<file path="config.mk">
export PLATFORM = sky130hd
export DESIGN_NAME = serial_subtractor
export DESIGN_NICKNAME = d
export VERILOG_FILES = /design/src/rtl/serial_subtractor_pkg.sv /design/src/rtl/full_subtractor.sv /design/src/rtl/serial_subtractor.sv
export SDC_FILE = /design/constraint.sdc
export NUM_CORES = 1
export LEC_CHECK = 0
export ABC_AREA = 1
export ABC_CLOCK_PERIOD_IN_PS = 1600
export BUFFER_PORTS_ARGS = -buffer_cell sky130_fd_sc_hd__buf_2
export CAP_MARGIN = 20
export CORE_MARGIN = 3
export CORE_UTILIZATION = 50
export CTS_BUF_LIST = sky130_fd_sc_hd__clkbuf_16
export DETAILED_ROUTE_END_ITERATION = 8
export HOLD_SLACK_MARGIN = 0.08
export PLACE_DENSITY_LB_ADDON = 0.15
export SYNTH_ARGS = -nofsm -noshare
export SYNTH_HDL_FRONTEND = slang
export SYNTH_SLANG_ARGS = --single-unit
</file>
<file path="constraint.sdc">
create_clock -name CLK -period 1.6 [get_ports CLK]
set_clock_uncertainty 0.05 [all_clocks]
set_input_delay 0.08 -clock CLK [delete_from_list [all_inputs] [get_ports CLK]]
set_output_delay 0.08 -clock CLK [all_outputs]
set_load 0.02 [all_outputs]
</file>
<file path="src/rtl/serial_subtractor_pkg.sv">
// Shared definitions for the bit-serial subtractor: project data width and FSM state encoding.
package serial_subtractor_pkg;

    localparam int unsigned DATA_WIDTH = 32;

    typedef enum logic [1:0] {
        ST_IDLE = 2'd0,
        ST_BUSY = 2'd1,
        ST_DONE = 2'd2
    } state_e;

endpackage

</file>
<file path="src/rtl/full_subtractor.sv">
// One-bit full subtractor cell: difference and borrow out from a, b and borrow in.
module full_subtractor (
    output logic D,
    output logic BO,
    input  logic A,
    input  logic B,
    input  logic BI
);

    always_comb begin
        D  = A ^ B ^ BI;
        BO = (~A & B) | (~(A ^ B) & BI);
    end

endmodule

</file>
<file path="src/rtl/serial_subtractor.sv">
// Bit-serial A-B, LSB first, one bit per clock through a single reused full subtractor.
// Results are published only on the edge that processes the final bit.
module serial_subtractor
    import serial_subtractor_pkg::*;
#(
    parameter int unsigned WIDTH = DATA_WIDTH
) (
    input  logic             CLK,
    input  logic             RST,
    input  logic             START,
    input  logic [WIDTH-1:0] A,
    input  logic [WIDTH-1:0] B,
    output logic [WIDTH-1:0] D,
    output logic             BO,
    output logic             V,
    output logic             Z,
    output logic             BUSY,
    output logic             DONE
);

    localparam int unsigned CNT_W = (WIDTH > 1) ? $clog2(WIDTH) : 1;

    state_e           state;
    state_e           state_next;
    logic [WIDTH-1:0] a_sr;
    logic [WIDTH-1:0] b_sr;
    logic [WIDTH-1:0] d_sr;
    logic [WIDTH-1:0] d_next;
    logic [CNT_W-1:0] cnt;
    logic             borrow;
    logic             fs_d;
    logic             fs_bo;
    logic             last_bit;
    logic             capture;

    full_subtractor u_fs (
        .D  (fs_d),
        .BO (fs_bo),
        .A  (a_sr[0]),
        .B  (b_sr[0]),
        .BI (borrow)
    );

    always_comb begin
        last_bit = (cnt == CNT_W'(WIDTH - 1));
        capture  = START && (state != ST_BUSY);
        // New difference bit enters at the MSB; after WIDTH shifts it lands at bit 0.
        d_next   = (d_sr >> 1) | (WIDTH'(fs_d) << (WIDTH - 1));
    end

    // State register
    always_ff @(posedge CLK or negedge RST) begin
        if (!RST) begin
            state <= ST_IDLE;
        end else begin
            state <= state_next;
        end
    end

    // Next-state logic
    always_comb begin
        state_next = state;
        case (state)
            ST_IDLE: if (START) state_next = ST_BUSY;
            ST_BUSY: if (last_bit) state_next = ST_DONE;
            ST_DONE: state_next = START ? ST_BUSY : ST_IDLE;
            default: state_next = ST_IDLE;
        endcase
    end

    // Datapath and registered outputs
    always_ff @(posedge CLK or negedge RST) begin
        if (!RST) begin
            a_sr   <= '0;
            b_sr   <= '0;
            d_sr   <= '0;
            cnt    <= '0;
            borrow <= 1'b0;
            D      <= '0;
            BO     <= 1'b0;
            V      <= 1'b0;
            Z      <= 1'b0;
            BUSY   <= 1'b0;
            DONE   <= 1'b0;
        end else begin
            BUSY <= (state_next == ST_BUSY);
            DONE <= (state_next == ST_DONE);
            if (capture) begin
                a_sr   <= A;
                b_sr   <= B;
                d_sr   <= '0;
                cnt    <= '0;
                borrow <= 1'b0;
            end else if (state == ST_BUSY) begin
                a_sr   <= a_sr >> 1;
                b_sr   <= b_sr >> 1;
                d_sr   <= d_next;
                borrow <= fs_bo;
                cnt    <= cnt + CNT_W'(1);
                if (last_bit) begin
                    // a_sr[0]/b_sr[0] hold the captured sign bits on the final step.
                    D  <= d_next;
                    BO <= fs_bo;
                    V  <= (a_sr[0] != b_sr[0]) && (fs_d != a_sr[0]);
                    Z  <= (d_next == '0);
                end
            end
        end
    end

endmodule
</file>
======== Yosys cells after proc, flatten, opt, wreduce, memory -nomap -nowiden ========
Cells that the tools add are included.
word-level totals
  bits in registers ....................... 141
  input port bits ......................... 67
  output and inout bits ................... 37
  word-level logic and storage cells ...... 50
operators by class
  add/subtract/negate cells ............... 1
  equality and inequality tests ........... 8
  mux-type cells .......................... 14
  bitwise gates (word level) .............. 9
  reductions and logical operators ........ 6
operator list
  cell                                                   number
  two-way mux 32 bit                                     6
  zero test 32 bit                                       1
  bitwise OR 31 x 32 -> 32 bit                           1
  two-way mux 5 bit                                      2
  case mux 2 bit (3 select lines)                        1
  adder 5 x 1 -> 5 bit, second input constant            1
  == test 5 bit, second input constant                   1
  == test 2 x 1 -> 1 bit, second input constant          2
  == test 2 bit, second input constant                   2
  two-way mux 2 bit                                      2
  two-way mux 1 bit                                      3
  inverter 1 bit                                         3
  AND reduction 3 bit                                    1
  bitwise AND 1 bit                                      2
  logical AND 1 bit                                      2
  zero test 2 bit                                        1
  inequality test 1 bit                                  2
  inequality test 2 x 1 -> 1 bit, second input constant  1
  nonzero test 2 bit                                     1
  bitwise XOR 1 bit                                      2
  bitwise OR 1 bit                                       1

======== Longest topological paths before layout ========
  depth after elaboration ................. 6
  gate-level depth with buffers ........... 9
  mapped depth without buffers ............ 8

======== By module ========
Synthesis repeated with hierarchy kept, for this count alone.
unflattened totals
  cells, all modules ...................... 600
  area total of the unflattened synthesis .. 5694.2 um^2
modules (own cells, without submodules)
  module             times used  cells an instance  area each (um^2)  sequential area each (um^2)
  serial_subtractor  1           596                5662.9            3503.4
  full_subtractor    1           4                  31.3              0.0

======== Worst setup path before layout ========
Ideal clock, no wire load.
  kind .................................... reg-to-reg
  start point ............................. register cnt[0]
  end point ............................... register D[24]
  setup time .............................. 83 ps
  arrival time ............................ 1495 ps
  data required time ...................... 1467 ps
  setup slack ............................. -27 ps
  stages on the path, launching flop included .. 9
  path buffers ............................ 1
  period minus slack after synthesis ...... 1627 ps
  path through ............................ dfrtp_1 -> ha_1 -> nand2_1 -> nor2_1 -> ha_1 -> nand3_1 -> clkbuf_1 -> nand2_1 -> o21ai_0
on the way
  cells in the longest elaborated chain, start to end .. 2
ends and longest elaborated chain
  item                           line                      RTL
  start: declaration             serial_subtractor.sv:29   logic [CNT_W-1:0] cnt;
  start signal: assignment       serial_subtractor.sv:99   cnt <= cnt + CNT_W'(1);
  == test 5 bit                  serial_subtractor.sv:45   last_bit = (cnt == CNT_W'(WIDTH - 1));
  AND reduction 3 bit (no line)  -
  end signal: assignment         serial_subtractor.sv:102  D <= d_next;
  end: declaration               serial_subtractor.sv:13   output logic [WIDTH-1:0] D,
No other way between the ends.
A chain may end at the register's enable or synchronous reset.

======== Worst setup path in the final report ========
  start point ............................. register borrow
  end point ............................... register Z
on the way
  cells in the longest elaborated chain, start to end .. 3
ends and longest elaborated chain
  item                          line                      RTL
  start: declaration            serial_subtractor.sv:30   logic borrow;
  start signal: assignment      serial_subtractor.sv:98   borrow <= fs_bo;
  bitwise XOR 1 bit             full_subtractor.sv:11     D = A ^ B ^ BI;
  bitwise OR 31 x 32 -> 32 bit  serial_subtractor.sv:48   d_next = (d_sr >> 1) | (WIDTH'(fs_d) << (WIDTH - 1));
  zero test 32 bit              serial_subtractor.sv:105  Z <= (d_next == '0);
  end signal: assignment        serial_subtractor.sv:105
  end: declaration              serial_subtractor.sv:16   output logic Z,
No other way between the ends.

==> results.ini <==
[status]
status=finished clean

[placement]
place_hpwl_mm=8.069
postPlaceCellArea_um2=6410
routabilityCongestion=0.7873
dpl_worst_slack_ns=0.01807
dpl.cell_count=814
portBuffers=103

[clocking]
clock-sinks=140
clk_path_buf_depth=2
clk_latency_ns=0.42
cts_tree=yes
path_clk_slew_ns=0.06
htree_num_levels=4
cts_root_buf=clkbuf_16
cts_buffers=17

[worst_setup_path]
cp_slowest_stage_delay_ns=0.62
cp-start-kind=register
crit_slowest_cell=fa_1
crit_path_cell_trace=fa_1, nand3_1, nor2_1, nand2_1, o21bai_1
crit_path_end_kind=register
worstSetupPathType=register to register
cp.arrival_ns=1.86
path_max_fanout=3
crit_required_ns=1.88
reg2reg_slack_ns=0.02

[synth]
postSynthAreaPerCell_um2=9.682
syn_inst=584
netlist_area_um2=5654
syn_nets=655
synth_area_leaders=dfrtp_1 (62%), nand2_1 (10%), inv_1 (5.2%), o221ai_1 (4.0%), o211ai_1 (3.6%)
ys_ff_latch=140
synth_top_cell_area_share=0.6196
yosys.area.top_type=dfrtp_1
ys_seq_area_frac=0.6196
yosysWarnings=0
ys_types=25

[global_route]
grt_max_degree=58
grt_pass1_vias=4641
antenna_found_initial=0
grt_pass1_wl_mm=22.54
overflow=0
grt_use_total=0.2229

[detailed_routing]
antenna_left=0
drcViolationCount=0
drt_iter0_drc=239
routedWlPerCell_um=15.23
vias=4775
dr.pass1.iters=4
drt-total-wl_mm=13.96
avgViaCountPerCell=5.207

[timing]
worst_slew_pin_slew_ns=0.3531
post-route-period-util=0.9899
hold_viol=0
final.setup.worst_slack_ns=0.01621
setup_viol=0
clock.fmax_ghz=0.6314
rsz0062_at_grt=true
tns_ns=0
period_minus_slack_ns=1.584
slew_viol_final=0
relSlewSlack=0.7646

[run]
maxCapViolCount=0

[cells_and_area]
design_area_um2=7841
layout_common_cells=nand2_1 (148), dfrtp_1 (140), buf_2 (102)
nets=836
area_delta_synth_final_pct=38.68
post-route-util=0.7170
n_antenna_cell=0
final_common_cell=nand2_1
drive_gt1_frac=0.2342
n_fill_cell=801
fin_cells=917

[power_and_ir_drop]
peakVddDrop_mv=0.9835
p_leak_nw=3.700
power.density_nw_per_um2=1794

[die]
dieArea_um2=12620
core_um2=10940
die_w_um=112.3
rows=38
io_pins=104
start_util=0.5170
fp.dieH_um=112.3

[worst_hold_path]
holdCritPathClass=input port to register

final timing paths:
check                                             to  cells past startpoint          startpoint
worst min register to register     D[25]$_DFFE_PN0P_                      2   D[25]$_DFFE_PN0P_
worst max register to register         Z$_DFFE_PN0P_                      5  borrow$_DFFE_PN0P_
worst max-delay path                   Z$_DFFE_PN0P_                      5  borrow$_DFFE_PN0P_
max in group asynchronous        d_sr[6]$_DFFE_PN0P_                      4                 RST
min in group asynchronous          D[12]$_DFFE_PN0P_                      3                 RST
worst min-delay path            b_sr[23]$_DFFE_PN0P_                      4               B[23]
flip-flops by register name, summed over array words and instances (netlist names):
name / cells
BO: 1
BUSY: 1
D: 32
DONE: 1
V: 1
Z: 1
a_sr: 32
b_sr: 32
borrow: 1
cnt: 5
d_sr: 31
state: 2
logic make-up after synthesis:
kind of cell             synth area share
XOR/XNOR                         0.001549
flip-flops                         0.6196
AND/OR/NAND/NOR                    0.1343
adder cells (fa/ha/maj)           0.01018
buffers and inverters             0.08165
AO/OA/AOI/OAI                      0.1527
through the flow:
step / power [mW] / hold slack, ns
6_report: 14.07 / 0.3452
5_1_grt: 15.00 / 0.3753
4_1_cts: 13.97 / 0.1745
3_5_place_dp: 9.926 / -0.1044
3_3_place_gp: 9.743 / -0.1069
2_1_floorplan: 8.504 / -0.2656
cell usage after synthesis:
cell type and number:
inv_4 1, ha_1 3, buf_2 19, nor2_1 19, o22ai_1 32, nor2_2 1, a22o_1 2, dfrtp_1 140
buf_1 1, inv_2 2, nand2_1 157, a21oi_1 3, buf_4 1, o21ai_0 32, clkbuf_1 12, o21bai_1 1
o221ai_1 26, inv_1 79, nand3_1 16, nand2_2 2, o21ai_1 5, xor2_1 1, o31ai_1 1, fa_1 1
o211ai_1 27
where the power goes:
part | leakage [nW] | internal [mW] | switching, mW | total, mW
logic | 1.73 | 1.88 | 2.77 | 4.65
clock network | 0.276 | 2.41 | 1.46 | 3.87
registers | 1.69 | 4.90 | 0.647 | 5.54
total | 3.70 | 9.19 | 4.88 | 14.1
layout make-up:
type	count	area, µm²	area share
clock buffer	17	425.4	0.05425
clock inverter	14	153.9	0.01963
inverter	82	312.8	0.03989
multi-input combinational	329	1765	0.2251
sequential	140	3503	0.4468
tap	140	175.2	0.02234
timing repair buffer	195	1505	0.1920
per-layer routing:
| metal | up-vias | global-route usage | routed length (µm) |
|---|---|---|---|
| li1 | 2289 | - | - |
| met1 | 2325 | 0.3058 | 6108 |
| met2 | 145 | 0.3488 | 6974 |
| met3 | 16 | 0.05714 | 691 |
| met4 | 0 | 0.07692 | 188 |
| met5 | - | 0 | 0 |
worst max-delay path, delay by kind of cell, from the launching register on:
| kind | cells | cell delay (ns) |
|---|---|---|
| adders and majority gates | 1 | 0.62 |
| DFF | 1 | 0.40 |
| and+or+nand+nor | 3 | 0.29 |
| AOI/OAI and AO/OA | 1 | 0.13 |
timing repair:
| item | CTS | global route |
|---|---|---|
| endpoints found under the setup margin | 1 | 81 |
| pin swaps | 0 | 1 |
| gates cloned | 0 | 4 |
| endpoints found under the hold margin | 206 | 20 |
| setup buffers | 0 | 1 |
| resized for setup | 1 | 44 |
| hold buffers | 67 | 1 |
Power figures use the tool's default switching activity.
